===== src/rtl/alu_mul_sequencer.sv =====
// Shift-add multiplier producing the low WIDTH bits of a product.
// While busy it owns the ALU inputs and uses the external ALU as its adder.
module alu_mul_sequencer #(
    parameter int WIDTH = 32,
    parameter int CNT_W = 6     // 2**CNT_W must exceed WIDTH
) (
    input  logic             clk,
    input  logic             rst_n,
    input  logic             start,
    input  logic [WIDTH-1:0] multiplicand,
    input  logic [WIDTH-1:0] multiplier,
    output logic             busy,
    output logic             done,
    output logic [WIDTH-1:0] product,
    output logic [WIDTH-1:0] alu_operand_A,
    output logic [WIDTH-1:0] alu_operand_B,
    output logic [2:0]       alu_operation,
    input  logic [WIDTH-1:0] alu_result
);

    typedef enum logic [1:0] {
        ST_IDLE = 2'd0,
        ST_RUN  = 2'd1,
        ST_DONE = 2'd2
    } state_t;

    localparam logic [2:0]       OP_ADD   = 3'b010;
    localparam logic [2:0]       OP_NONE  = 3'b000;
    localparam logic [CNT_W-1:0] LAST_CNT = CNT_W'(WIDTH - 1);

    state_t           state_reg;
    logic [WIDTH-1:0] acc_reg;
    logic [WIDTH-1:0] mcand_reg;
    logic [WIDTH-1:0] mplier_reg;
    logic [CNT_W-1:0] cnt_reg;
    logic             busy_reg;
    logic             done_reg;
    logic [2:0]       alu_op_reg;

    logic [WIDTH-1:0] mplier_shr;
    logic             run_last;

    // Stop as soon as no multiplier bits remain, so short multipliers finish early.
    assign mplier_shr = mplier_reg >> 1;
    assign run_last   = (mplier_shr == '0) || (cnt_reg == LAST_CNT);

    assign busy          = busy_reg;
    assign done          = done_reg;
    assign product       = acc_reg;
    assign alu_operand_A = acc_reg;
    assign alu_operand_B = mcand_reg;
    assign alu_operation = alu_op_reg;

    always_ff @(posedge clk) begin
        if (!rst_n) begin
            state_reg  <= ST_IDLE;
            acc_reg    <= '0;
            mcand_reg  <= '0;
            mplier_reg <= '0;
            cnt_reg    <= '0;
            busy_reg   <= 1'b0;
            done_reg   <= 1'b0;
            alu_op_reg <= OP_NONE;
        end else begin
            case (state_reg)
                ST_IDLE: begin
                    if (start) begin
                        acc_reg    <= '0;
                        mcand_reg  <= multiplicand;
                        mplier_reg <= multiplier;
                        cnt_reg    <= '0;
                        busy_reg   <= 1'b1;
                        if (multiplier == '0) begin
                            state_reg  <= ST_DONE;
                            done_reg   <= 1'b1;
                            alu_op_reg <= OP_NONE;
                        end else begin
                            state_reg  <= ST_RUN;
                            alu_op_reg <= OP_ADD;
                        end
                    end
                end

                ST_RUN: begin
                    // The ALU sums acc + mcand combinationally; keep it only for set bits.
                    if (mplier_reg[0]) begin
                        acc_reg <= alu_result;
                    end
                    mcand_reg  <= mcand_reg << 1;
                    mplier_reg <= mplier_shr;
                    cnt_reg    <= cnt_reg + 1'b1;
                    if (run_last) begin
                        state_reg  <= ST_DONE;
                        done_reg   <= 1'b1;
                        alu_op_reg <= OP_NONE;
                    end
                end

                ST_DONE: begin
                    state_reg <= ST_IDLE;
                    busy_reg  <= 1'b0;
                    done_reg  <= 1'b0;
                end

                default: begin
                    state_reg  <= ST_IDLE;
                    busy_reg   <= 1'b0;
                    done_reg   <= 1'b0;
                    alu_op_reg <= OP_NONE;
                end
            endcase
        end
    end

endmodule


===== config.mk =====
export PLATFORM = sky130hd
export DESIGN_NAME = alu_mul_sequencer
export DESIGN_NICKNAME = d
export VERILOG_FILES = /design/src/rtl/alu_mul_sequencer.sv
export SDC_FILE = /design/constraint.sdc
export NUM_CORES = 1
export LEC_CHECK = 0
export ABC_AREA = 1
export CAP_MARGIN = 10
export CELL_PAD_IN_SITES_DETAIL_PLACEMENT = 1
export CELL_PAD_IN_SITES_GLOBAL_PLACEMENT = 1
export CORE_ASPECT_RATIO = 1.75
export CORE_UTILIZATION = 27
export DETAILED_ROUTE_END_ITERATION = 10
export PLACE_DENSITY_LB_ADDON = 0.1
export RECOVER_POWER = 25
export SLEW_MARGIN = 25
export SYNTH_ARGS = -nofsm -noshare
export SYNTH_HDL_FRONTEND = slang
export SYNTH_SLANG_ARGS = --single-unit

===== constraint.sdc =====
create_clock -name clk -period 1.2 [get_ports clk]
set_input_delay 0.18 -clock clk [delete_from_list [all_inputs] [get_ports clk]]
set_output_delay 0.18 -clock clk [all_outputs]
set_load 0.02 [all_outputs]

==> reports/results.ini, run 1 <==
[clocking]
clock-root-buffer=clkbuf_16
clk_latency_ns=0.35
cts_hold_buffers=0
cts_buffers=9
cts.path.max_buffers=2
h-tree-depth=3
path_clk_slew_ns=0.08
cts_sinks=107
cts_tree=built

[global_route]
grt_pass1_wl_microns=31930
grt_pass1_vias=6062
grt_usage_pct=21.18
overflow=0
grt_max_degree=41
antenna_found_initial=0

[floorplan]
rows=65
io_pins=200
core_region_area_sq_um=17970
die_w_microns=104.2
die_area_sq_um=18830
die_h_microns=180.8
start_util_pct=27.44

[worst_setup_path]
cp_cell_sequence=inv_4 -> nor2_8 -> buf_6 -> clkbuf_16 -> nand2_1 -> a31oi_2
cp_slowest_stage_delay_ns=0.38
cp_slowest_cell=dfxtp_4
required_ns=1.47
worst-r2r-setup-slack_ns=-0.19
worst_r2r_path_depth=6
cp-end-kind=flip-flop
critPathLaunchType=flip-flop
path_delay_family=buffers and inverters
r2r-end=alu_operand_B[10]
r2r-start=state_reg[0]
cp-startpoint=state_reg[0]
cp_num_buf_inv=3
crit_arrival_ns=1.66
crit_fanout=17
path_class=flip-flop to flip-flop

[placement]
globalplace.congestion=0.7425
pre_cts_ws_ns=-0.5206
place_area_sq_um=7526
port_buffers=197
dpl.hpwl_microns=12720

[sta]
slew_viol_final=0
rsz0062_at_grt=true
setup_slack_ns=-0.1859
final-setup-viol-count=105
fin_skew_ns=0.01393
finalCriticalPeriod_ns=1.386
finalHoldViolCount=0
timing.final.crit_share_pct=115.5
timing.fmax_mhz=721.6

[hold_path]
min_path_cells=3
min_to=mplier_reg[14]
hp-start=multiplier[14]
hp-class=input pin to flip-flop

[detailed_routing]
remaining_drc_errors=0
first_iter_violations=194
via_count=5584
viasPerCell=4.864
firstDrtPassIters=4
final_antenna_net_count=0
wl_per_cell_microns=17.80
routed_wl_microns=20440

[pwr]
vdd_drop_max_mv=0.8453
power_leakage_nw=3.662
power_density_nw_per_um2=2050

[synthesis]
ys_types=27
yosysSeqAreaShare_pct=43.43
syn_area_per_cell_sq_um=7.496
ys_ff_latch=107
yosysWarnings=0
synthCells=658
syn_area_sq_um=4932

[status]
violations=setup timing
status=finished, violations left

[finish]
drive_above_1_share_pct=40.92
syn_to_final_growth_pct=77.75
diodes=0
postLayoutCellArea_sq_um=8767
fin_nets=1009

[run]
drv_cap=0

-- kinds of logic (layout without fill, tap and decap cells) --
kind of cell / count (synthesis) / count (layout) / share of synthesized area, %
simple gates: 252 / 254 / 19.96
fa+ha+maj: 1 / 1 / 0.2536
other cells: 1 / 2 / 0.07603
buf+inv: 93 / 346 / 11.16
compound gates: 204 / 204 / 25.11
flops: 107 / 107 / 43.43
-- layout by cell type, fill, tap and decap left out, types with 3 or more instances in the layout --
| master | netlist | layout |
|---|---|---|
| buf_6 | 5 | 11 |
| inv_1 | 7 | 6 |
| clkdlybuf4s50_1 | 0 | 85 |
| clkbuf_16 | 0 | 13 |
| nor2_4 | 0 | 4 |
| nor2_2 | 1 | 14 |
| buf_2 | 18 | 41 |
| inv_4 | 1 | 3 |
| clkdlybuf4s15_2 | 0 | 35 |
| o21ai_1 | 72 | 57 |
| nand2_2 | 1 | 10 |
| a21oi_2 | 0 | 30 |
| nand3_2 | 0 | 3 |
| o21ai_2 | 0 | 19 |
| inv_6 | 0 | 3 |
| o21ai_0 | 25 | 20 |
| a31oi_4 | 0 | 6 |
| dlymetal6s2s_1 | 0 | 11 |
| a31oi_2 | 20 | 20 |
| buf_4 | 37 | 76 |
| dfxtp_1 | 107 | 88 |
| clkbuf_2 | 0 | 16 |
| buf_16 | 0 | 12 |
| dfxtp_2 | 0 | 17 |
| a21oi_4 | 1 | 4 |
| nand2_1 | 160 | 149 |
| nor2_1 | 79 | 62 |
| clkbuf_1 | 21 | 8 |
| buf_12 | 0 | 15 |
| a21oi_1 | 42 | 9 |
| a31oi_1 | 43 | 37 |
| nand2_4 | 0 | 3 |
-- synth_stat cells --
master,instances,area share [%]
nor3_1,2,0.20
conb_1,1,0.076
ha_1,1,0.25
nor2_1,79,6.0
dfxtp_1,107,43
clkbuf_1,21,1.6
o21ai_0,25,2.5
a31oi_1,43,5.5
or2_2,1,0.13
o21ai_1,72,7.3
nand3_1,5,0.51
buf_4,37,5.6
nand2_1,160,12
buf_6,5,1.1
nand2_2,1,0.13
a21oi_4,1,0.33
buf_2,18,1.8
nor3b_1,1,0.15
a31oi_2,20,5.1
a21oi_1,42,4.3
inv_4,1,0.13
and3_1,1,0.13
a211oi_1,1,0.15
nor2_2,1,0.13
inv_2,4,0.30
inv_1,7,0.53
nor2_8,1,0.41
-- area by class of cell --
| type | count | area, sq um |
|---|---|---|
| inverters | 12 | 76.32 |
| flip-flops and latches | 107 | 2171 |
| repair buffers | 318 | 3194 |
| fillers | 2102 | 9206 |
| clock inverters | 6 | 70.07 |
| clock buffers | 10 | 239.0 |
| multi-input cells | 461 | 2724 |
| well taps | 234 | 292.8 |
-- worst max path at each step --
| stage | slack, ns | cells after the start | endpoint |
|---|---|---|---|
| after CTS | -0.20 | 9 | done |
| after floorplan | -0.07 | 8 | alu_operand_B[10] |
| after global placement | -0.48 | 7 | alu_operand_A[31] |
| after global routing | -0.26 | 8 | alu_operand_A[13] |
| final | -0.19 | 6 | alu_operand_B[10] |
| after detailed placement | -0.52 | 10 | done |
-- what timing repair did --
action	CTS	global route
gates cloned	12	5
gates resized for setup	408	129
setup endpoints to repair	205	175
setup buffers	13	8
pin swaps	48	39
-- worst reg2reg max path: stages (launching register included) --
cell       delay [ns]
dfxtp_4          0.38
inv_4            0.05
nor2_8           0.18
buf_6            0.21
clkbuf_16        0.20
nand2_1          0.09
a31oi_2          0.20
-- per-layer routing --
layer | track usage (%) | vias to the layer above | wire [microns]
met1 | 21.89 | 2721 | 7597
met3 | 2.742 | 21 | 559
met4 | 6.686 | 0 | 416
met2 | 42.85 | 141 | 11860
met5 | 0 | - | 0
li1 | - | 2701 | -
-- metrics by stage --
stage                     total power, mW  setup TNS (ns)  hold WS (ns)  utilization (%)  cells
after CTS                           17.64          -14.11        0.2849            48.57   1138
after global routing                19.02          -19.95        0.1825            48.78   1148
after global placement              12.54          -37.37        0.4554            41.87   1098
after detailed placement            12.74          -39.71        0.4606            41.87   1098
after floorplan                     9.267          -2.352        0.3273                -    659
final                               17.98          -13.44        0.1608            48.78   1148
-- report_power, final --
| part | total, mW | internal (mW) | switching [mW] | leakage (nW) |
|---|---|---|---|---|
| registers | 5.17 | 4.48 | 0.684 | 0.892 |
| clock network | 3.14 | 1.70 | 1.44 | 0.154 |
| logic | 9.66 | 4.60 | 5.07 | 2.62 |
| total | 18.0 | 10.8 | 7.19 | 3.66 |
Power figures use the tool's default switching activity.
==> run 2: changes to the inputs <==
==> constraint.sdc (replaced) <==
create_clock -name clk -period 1.2 [get_ports clk]
set_input_delay 0.18 -clock clk [delete_from_list [all_inputs] [get_ports clk]]
set_output_delay 0.18 -clock clk [all_outputs]
set_load 0.005 [all_outputs]
==> run 2 against run 1 <==
  * The run still ends with setup timing left
  * Flip-flop and latch count did not move
  * Global-route usage rose by 1.1 points
  * Sequential power rose by 2%
  * Register-to-register slack got worse by 0.11 ns
  * Largest cell class unchanged
  * Critical endpoint is now alu_operand_A[9]
  * Sequential share of layout area fell by 3.2 points
  * Worst setup slack got worse by 0.11 ns
  * Via count rose by 7.2%
==> reports/results.ini, run 2 (same netlist as run 1, synthesis figures left out) <==
[detailed_routing]
final_antenna_net_count=0  ; unchanged
wirelength_met1_microns=8741  ; was 7597 microns
highest_layer=met4  ; unchanged
firstDrtPassIters=4  ; unchanged
routed_wl_microns=24000  ; was 20440 microns
first_iter_violations=193  ; was 194
viasPerCell=4.978  ; was 4.864
via_count=5988  ; was 5584
wl_per_cell_microns=19.95  ; was 17.80 microns
wl_met2_microns=13880  ; was 11860 microns
remaining_drc_errors=0  ; unchanged
wl_met3_microns=748  ; was 559 microns

[pwr]
power_frac_clock_pct=15.8  ; was 17.5%
power_switching_mw=7.697  ; was 7.191 mW
power_mw=20.26  ; was 17.98 mW
vdd_drop_max_mv=1.118  ; was 0.8453 mV
power_switching_share_pct=37.99  ; was 40.01%
p_int_mw=12.56  ; was 10.78 mW
seqPwrFrac_pct=26.1  ; was 28.7%
combPwrFrac_pct=58.2  ; was 53.8%
power_leakage_nw=4.359  ; was 3.662 nW
power_density_nw_per_um2=1962  ; was 2050 nW/um^2

[clocking]
clk_latency_ns=0.35  ; about the same
clock-root-buffer=clkbuf_16  ; unchanged
cts_sinks=107  ; unchanged
cts_tree=built  ; unchanged
cts.path.max_buffers=2  ; unchanged
cts_hold_buffers=0  ; unchanged
path_clk_slew_ns=0.07  ; was 0.08 ns
h-tree-depth=3  ; unchanged
cts_buffers=9  ; unchanged

[finish]
seq_area_sq_um=2226  ; was 2171 sq um
multi_input_area_sq_um=3319  ; was 2724 sq um
drive_above_1_share_pct=48.50  ; was 40.92%
stdcell_count=1203  ; was 1148
final_common_cell=nand2_1  ; unchanged
nFillCells=2020  ; was 2102
layout_common_cells=nand2_1 (136), buf_4 (99), clkdlybuf4s50_1 (97)  ; was nand2_1 (149), dfxtp_1 (88), clkdlybuf4s50_1 (85)
syn_to_final_growth_pct=109.3  ; was 77.75%
fin_nets=1064  ; was 1009
diodes=0  ; unchanged

[sta]
timing.fmax_mhz=668.9  ; was 721.6 MHz
rsz0062_at_grt=true  ; unchanged
final-setup-viol-count=107  ; was 105
timing.final.crit_share_pct=124.6  ; was 115.5%
slew_viol_final=0  ; unchanged
fin_setup_tns_ns=-20.84  ; was -13.44 ns
fin_skew_ns=0.01128  ; was 0.01393 ns
finalCriticalPeriod_ns=1.495  ; was 1.386 ns
finalHoldViolCount=0  ; unchanged
setup_slack_ns=-0.2949  ; was -0.1859 ns
whs_ns=0.2469  ; was 0.1608 ns

[worst_setup_path]
critPathLaunchType=flip-flop  ; unchanged
crit_fanout=8  ; was 17
required_ns=1.42  ; was 1.47 ns
path_class=flip-flop to flip-flop  ; unchanged
crit_arrival_ns=1.72  ; was 1.66 ns
cp-end-kind=flip-flop  ; unchanged

[floorplan]
start_util_pct=27.44  ; unchanged
die_h_microns=180.8  ; unchanged
rows=65  ; unchanged
core_region_area_sq_um=17970  ; unchanged
die_area_sq_um=18830  ; unchanged
io_pins=200  ; unchanged
die_w_microns=104.2  ; unchanged

[hold_path]
hp-class=input pin to flip-flop  ; unchanged

[run]
drv_cap=0  ; unchanged

[status]
violations=setup timing  ; unchanged
status=finished, violations left  ; unchanged

[global_route]
grt_pass1_wl_microns=33090  ; was 31930 microns
grt_max_degree=56  ; was 41
grt_usage_pct=22.23  ; was 21.18%
overflow=0  ; unchanged
antenna_found_initial=0  ; unchanged
grt_pass1_vias=6282  ; was 6062

[placement]
dp.cells=1080  ; was 1098
dpl.hpwl_microns=12360  ; was 12720 microns
port_buffers=197  ; unchanged
globalplace.congestion=0.7862  ; was 0.7425

[run 2: cell types whose count changed in the layout (fill, tap and decap cells not counted), moves of 17 or more]
cell,before,now
buf_2,41,1
buf_4,76,99
clkdlybuf4s15_2,35,0
dfxtp_1,88,46
dfxtp_2,17,58
dlygate4sd2_1,1,83
o21ai_0,20,1
o21ai_1,57,11
o21ai_2,19,67
o21ai_4,1,18
[run 2: cell type report]
class / count / area share, %
clock buffers: 12 / 2.484
clock inverters: 4 / 0.5453
inverters: 12 / 0.8240
multi-input cells: 460 / 32.15
flip-flops and latches: 107 / 21.56
well taps: 234 / 2.836
repair buffers: 371 / 39.09
repair inverters: 3 / 0.5090
[run 2: power by group through the flow]
stage | Sequential, mW | Clock (mW) | Combinational, mW
final | 5.28 | 3.19 | 11.8
after detailed placement | 5.19 | 0 | 6.28
after floorplan | 5.12 | 0 | 3.23
after global routing | 5.38 | 3.38 | 12.4
after CTS | 5.17 | 3.25 | 9.43
after global placement | 5.15 | 0 | 6.10
[run 2: worst max-delay path, cell delays in order (launching register included)]
cell and delay [ns]:
dfxtp_4 0.37, inv_4 0.08, nor2_8 0.05, buf_6 0.12, a21oi_4 0.18, buf_6 0.13, buf_12 0.18, inv_12 0.07
o21ai_2 0.13, nor2_1 0.06
[run 2: routing by layer]
layer,vias up,GRT usage [%]
li1,2807,-
met1,2969,22.40
met2,172,45.92
met3,40,2.706
met4,0,6.743
met5,-,0
[run 2: path summary, 6_finish.rpt]
kind / start / endpoint / slack, ns / depth (start not counted)
setup / recovery: state_reg[0] / alu_operand_A[9] / -0.29 / 9
hold / removal: rst_n / mplier_reg[16] / 0.25 / 4
setup reg to reg: state_reg[0] / alu_operand_A[9] / -0.29 / 9
hold reg to reg: done / done / 0.49 / 2
[run 2: per-stage QoR]
| step | utilization (%) | cell area [sq um] | worst slack (ns) |
|---|---|---|---|
| floorplan | - | 4969 | -0.06869 |
| global placement | 40.84 | 7341 | -0.5139 |
| detailed placement | 40.84 | 7341 | -0.5488 |
| CTS | 51.08 | 9181 | -0.2419 |
| global route | 57.45 | 10320 | -0.3470 |
| finish | 57.45 | 10320 | -0.2949 |
[run 2: timing repair]
item / in CTS / in global routing
resized for setup: 323 / 202
endpoints found under the setup margin: 205 / 123
cloned: 21 / 14
buffers inserted: 62 / 24
pin swaps: 36 / 15
